## src/rtl/de_serial_arb.sv

```systemverilog
// de_serial_arb: round-robin frame arbiter sharing one IN->OUT width converter among NREQ requesters
// Ports:
//   clk, rst_n              sole clock; synchronous active-low reset
//   src_valid/src_data      per-requester beats, requester i at src_data[IN*(i+1)-1:IN*i]
//   src_ready               per-requester accept (only the owner can see gb_ready)
//   gb_valid/gb_data        beat toward the converter; gb_ready is its accept
//   grant/grant_id          one-hot current owner (0 when idle) and index of current/last owner
//   frame_done/frame_padded one-cycle pulse after the last beat of a frame; padded flag
// Build option: define DE_SERIAL_ARB_PAD_TIMEOUT_EN to zero-pad a frame whose owner
// withholds valid for TIMEOUT consecutive cycles.
module de_serial_arb #(
  parameter int NREQ        = 4,
  parameter int IN          = 12,
  parameter int OUT         = 25,
  parameter int FRAME_BEATS = 25,
  parameter int TIMEOUT     = 16
) (
  input  logic                    clk,
  input  logic                    rst_n,
  input  logic [NREQ-1:0]         src_valid,
  input  logic [NREQ*IN-1:0]      src_data,
  output logic [NREQ-1:0]         src_ready,
  output logic                    gb_valid,
  output logic [IN-1:0]           gb_data,
  input  logic                    gb_ready,
  output logic [NREQ-1:0]         grant,
  output logic [$clog2(NREQ)-1:0] grant_id,
  output logic                    frame_done,
  output logic                    frame_padded
);
  localparam int IDW = $clog2(NREQ);
  localparam int BW  = $clog2(FRAME_BEATS + 1);
  if ((FRAME_BEATS * IN) % OUT != 0) begin : g_bad_frame
    $error("de_serial_arb: FRAME_BEATS*IN must be a multiple of OUT");
  end
  if (NREQ < 2 || TIMEOUT < 1) begin : g_bad_cfg
    $error("de_serial_arb: NREQ must be >= 2 and TIMEOUT >= 1");
  end
`ifdef DE_SERIAL_ARB_PAD_TIMEOUT_EN
  typedef enum logic [1:0] {IDLE, XFER, PAD} state_t;
  localparam int SW = $clog2(TIMEOUT + 1);
  logic [SW-1:0] stall_cnt;
`else
  typedef enum logic [1:0] {IDLE, XFER} state_t;
`endif
  state_t state, state_nxt;
  logic [IDW-1:0] rr_ptr, pick_id, idx;
  logic [BW-1:0] beat_cnt;
  logic [IN-1:0] src_word [NREQ];
  logic accept, last_beat;
  for (genvar i = 0; i < NREQ; i++) begin : g_word
    assign src_word[i] = src_data[IN*i +: IN];
  end
  // Lowest circular offset from rr_ptr wins, so scan offsets from high to low.
  always_comb begin
    pick_id = '0;
    idx = '0;
    for (int k = NREQ - 1; k >= 0; k--) begin
      idx = IDW'((int'(rr_ptr) + k) % NREQ);
      if (src_valid[idx]) pick_id = idx;
    end
  end
  assign accept    = gb_valid && gb_ready;
  assign last_beat = accept && beat_cnt == BW'(FRAME_BEATS - 1);
  always_comb begin
    state_nxt = state;
    gb_valid  = 1'b0;
    gb_data   = '0;
    src_ready = '0;
    if (state == IDLE) state_nxt = |src_valid ? XFER : IDLE;
    if (state == XFER) begin
      gb_valid            = src_valid[grant_id];
      gb_data             = src_word[grant_id];
      src_ready[grant_id] = gb_ready;
    end
`ifdef DE_SERIAL_ARB_PAD_TIMEOUT_EN
    if (state == PAD) gb_valid = 1'b1;
    if (state == XFER && !src_valid[grant_id] && stall_cnt == SW'(TIMEOUT - 1)) state_nxt = PAD;
`endif
    if (last_beat) state_nxt = IDLE;
  end
  always_ff @(posedge clk) begin
    if (!rst_n) begin
      state      <= IDLE;
      grant      <= '0;
      grant_id   <= '0;
      rr_ptr     <= '0;
      beat_cnt   <= '0;
      frame_done <= 1'b0;
    end else begin
      state      <= state_nxt;
      frame_done <= last_beat;
      if (state == IDLE && |src_valid) begin
        grant    <= NREQ'(1) << pick_id;
        grant_id <= pick_id;
      end
      if (accept) beat_cnt <= last_beat ? '0 : beat_cnt + 1'b1;
      if (last_beat) begin
        grant  <= '0;
        rr_ptr <= grant_id == IDW'(NREQ - 1) ? '0 : grant_id + 1'b1;
      end
    end
  end
`ifdef DE_SERIAL_ARB_PAD_TIMEOUT_EN
  // Only owner silence counts; converter backpressure never advances the timeout.
  always_ff @(posedge clk) begin
    if (!rst_n) begin
      stall_cnt    <= '0;
      frame_padded <= 1'b0;
    end else begin
      stall_cnt    <= state == XFER && !src_valid[grant_id] ? stall_cnt + 1'b1 : '0;
      frame_padded <= last_beat && state == PAD;
    end
  end
`else
  assign frame_padded = 1'b0;
`endif
endmodule

```

## config.mk

```make
export PLATFORM = sky130hd
export DESIGN_NAME = de_serial_arb
export DESIGN_NICKNAME = d
export VERILOG_FILES = /design/src/rtl/de_serial_arb.sv
export SDC_FILE = /design/constraint.sdc
export NUM_CORES = 1
export LEC_CHECK = 0
export ABC_AREA = 0
export BUFFER_PORTS_ARGS = -buffer_cell sky130_fd_sc_hd__buf_2
export CORE_MARGIN = 2
export CORE_UTILIZATION = 45
export DETAILED_ROUTE_END_ITERATION = 8
export PLACE_DENSITY = 0.85
export SYNTH_ARGS = -nofsm -noshare
export SYNTH_HDL_FRONTEND = slang
export SYNTH_SLANG_ARGS = --single-unit
```

## constraint.sdc

```tcl
create_clock -name clk -period 3.75 [get_ports clk]
set_input_delay 0.375 -clock clk [delete_from_list [all_inputs] [get_ports clk]]
set_output_delay 0.375 -clock clk [all_outputs]
set_load 0.03 [all_outputs]
```

==> reports/metrics.cfg <==
[outcome]
status=complete, no violations

[cts]
cts_buffers=3
cts_repair_resize_count=0
holdBufCountCts=0
cts_setup_buffers=0
tritoncts=built
cts.sinks=15
clockRootBuffer=clkbuf_4
insertion_delay_ps=270
cts_buffer_depth=2
clk_pin_slew_ps=90
cts_max_level=1

[synth]
synth_fp_nets=186
synth_top_family_by_area=multiplexers
yosys_warnings=0
syn-cell-area_um2=1230
synth_compound_area_share_pct=7.223
synthMuxAreaShare_pct=26.65
syn_avg_cell_area_um2=9.839
ys_seq_elements=15
synth_seq_area_share_pct=24.42
netlist_instances=125
yosys.area_share.simple_pct=25.64
synthFlopType=dfxtp_1
synth_cell_types=34
synthArstFlopShare_pct=0
synth_edf_count=0
synth_xor_xnor_area_share_pct=2.848
synthAdderAreaFrac_pct=6.104

[power_and_ir_drop]
leakage_nw=0.7817
p_per_area_nw_per_um2=242.4
ir_drop_uv=221.9
power.total_mw=0.3946

[route]
num_vias=1221
first_iter_violations=15
avgViaCountPerCell=5.355
postRouteAntennaNets=0
drc=0
post_drt_wl_per_cell_um=13.29
routed_wl_um=3029
dr.pass1.iters=4

[global_routing]
grt_overflow=0
met2_usage_pct=36.97
grt_usage_pct=19.96
antenna_found_initial=0
first_global_vias=1159
grt_use_met3_pct=6.912
grt-busiest-layer=met2
gr-usage-met1_pct=20.87
grt_pass1_wl_um=5057
grt_start_max_net_pins=23

[critical_path]
critPathKind=reg -> out
crit_fanout=19
startpoint=grant_id[0]$_SDFFE_PN0P_
critPathSlowestCell=dfxtp_1
cp.arrival_ps=2230
critPathTopFamily=flip-flops
cp-start-kind=flip-flop
crit_path_max_incr_delay_ps=960
required_ps=3380
worstPathCellList=mux4_1 > and2_1 > buf_2
cp_num_buf_inv=1
end_kind=primary output
rr_startpoint=grant_id[0]$_SDFFE_PN0P_

[sta]
holdWs_ps=446.1
max_freq_mhz=383.4
setup_viol=0
tightest_slew_ps=956.5
rsz0062_at_grt=false
finalCriticalPeriod_ps=2609
finalMaxSlewViolations=0
hold_violations=0
setup_tns_ps=0
maxSlewHeadroom_pct=36.14
skew_ps=0.8643
fin_crit_sh_pct=69.56

[floorplanning]
die_x_um=56.28
die_y_um=56.28
core_um2=2545
placementRows=18
start_util_pct=48.33
io_pins=80
dieArea_um2=3167

[flow_run]
maxCapViolCount=0

[final_layout]
num-nets-final=260
n_antenna_cell=0
layout.cells.most_common=buf_2
layout-drive-gt1-share_pct=47.98
post-route-util_pct=63.96
area_growth_pct=32.35
final_cell_mix=78 x buf_2, 15 x dfxtp_1, 13 x and2_1

[placement]
gp_congestion=0.7977
io_buffers=78
place_hpwl_um=2418

[worst_hold_path]
min_from=src_valid[3]
min_path_type=in -> reg

==> state kept, by name, indices dropped and copies added (netlist names) <==
signal / count
grant: 4
frame_done: 1
state: 1
rr_ptr: 2
beat_cnt: 5
grant_id: 2
==> worst paths after layout <==
kind	to	cells after the start	slack, ps
min reg2reg	grant[0]$_SDFFE_PP0P_	2	470
max	gb_data[8]	3	1140
min	state[0]$_SDFFE_PP0N_	3	450
max reg2reg	beat_cnt[3]$_SDFFE_PN0P_	5	1490
==> where the power goes <==
part	total (mW)	switching (mW)	internal (mW)
clock	0.0920	0.0526	0.0394
sequential	0.175	0.0114	0.164
combinational	0.128	0.0649	0.0628
==> synthesized netlist by cell type (4+ instances only) <==
cell | count | area share (%)
mux4_1 | 4 | 8.5
clkbuf_1 | 4 | 1.2
dfxtp_1 | 15 | 24
nor2_1 | 7 | 2.1
nand2_1 | 11 | 3.4
a21oi_1 | 8 | 3.3
and2_1 | 13 | 6.6
inv_1 | 7 | 2.1
and3_1 | 4 | 2.0
mux4_2 | 9 | 16
ha_1 | 6 | 6.1
==> tightest hold or removal path, stage by stage <==
cell and delay [ps]:
buf_2 120, nor4_1 70, a21oi_1 130
==> layout make-up <==
cell class / count / area [um2]
Tap cell: 30 / 37.54
Clock buffer: 3 / 22.52
Multi-Input combinational cell: 94 / 845.8
Clock inverter: 1 / 5.005
Fill cell: 223 / 917.1
Timing Repair Buffer: 78 / 390.4
Sequential cell: 15 / 300.3
Inverter: 7 / 26.28
==> per-layer routing <==
| metal | part of all wire [%] | vias up |
|---|---|---|
| met5 | 0 | - |
| met4 | 1.1 | 0 |
| met3 | 9.8 | 4 |
| met2 | 52 | 55 |
| met1 | 37 | 567 |
| li1 | - | 595 |
==> cells by family after synthesis <==
kind of cell | count (synthesis)
other cells | 1
simple gates | 53
compound gates | 15
xor+xnor | 4
mux | 15
buf+inv | 16
flops | 15
fa+ha+maj | 6
==> per-stage QoR <==
stage	cells	cell area, um2	setup slack (ps)
final	228	1628	1141
after CTS	228	1628	1088
after global placement	224	1600	1460
after global routing	228	1628	946.7
after floorplan	125	1230	1619
after detailed placement	224	1600	1398
Power figures use the tool's default switching activity.
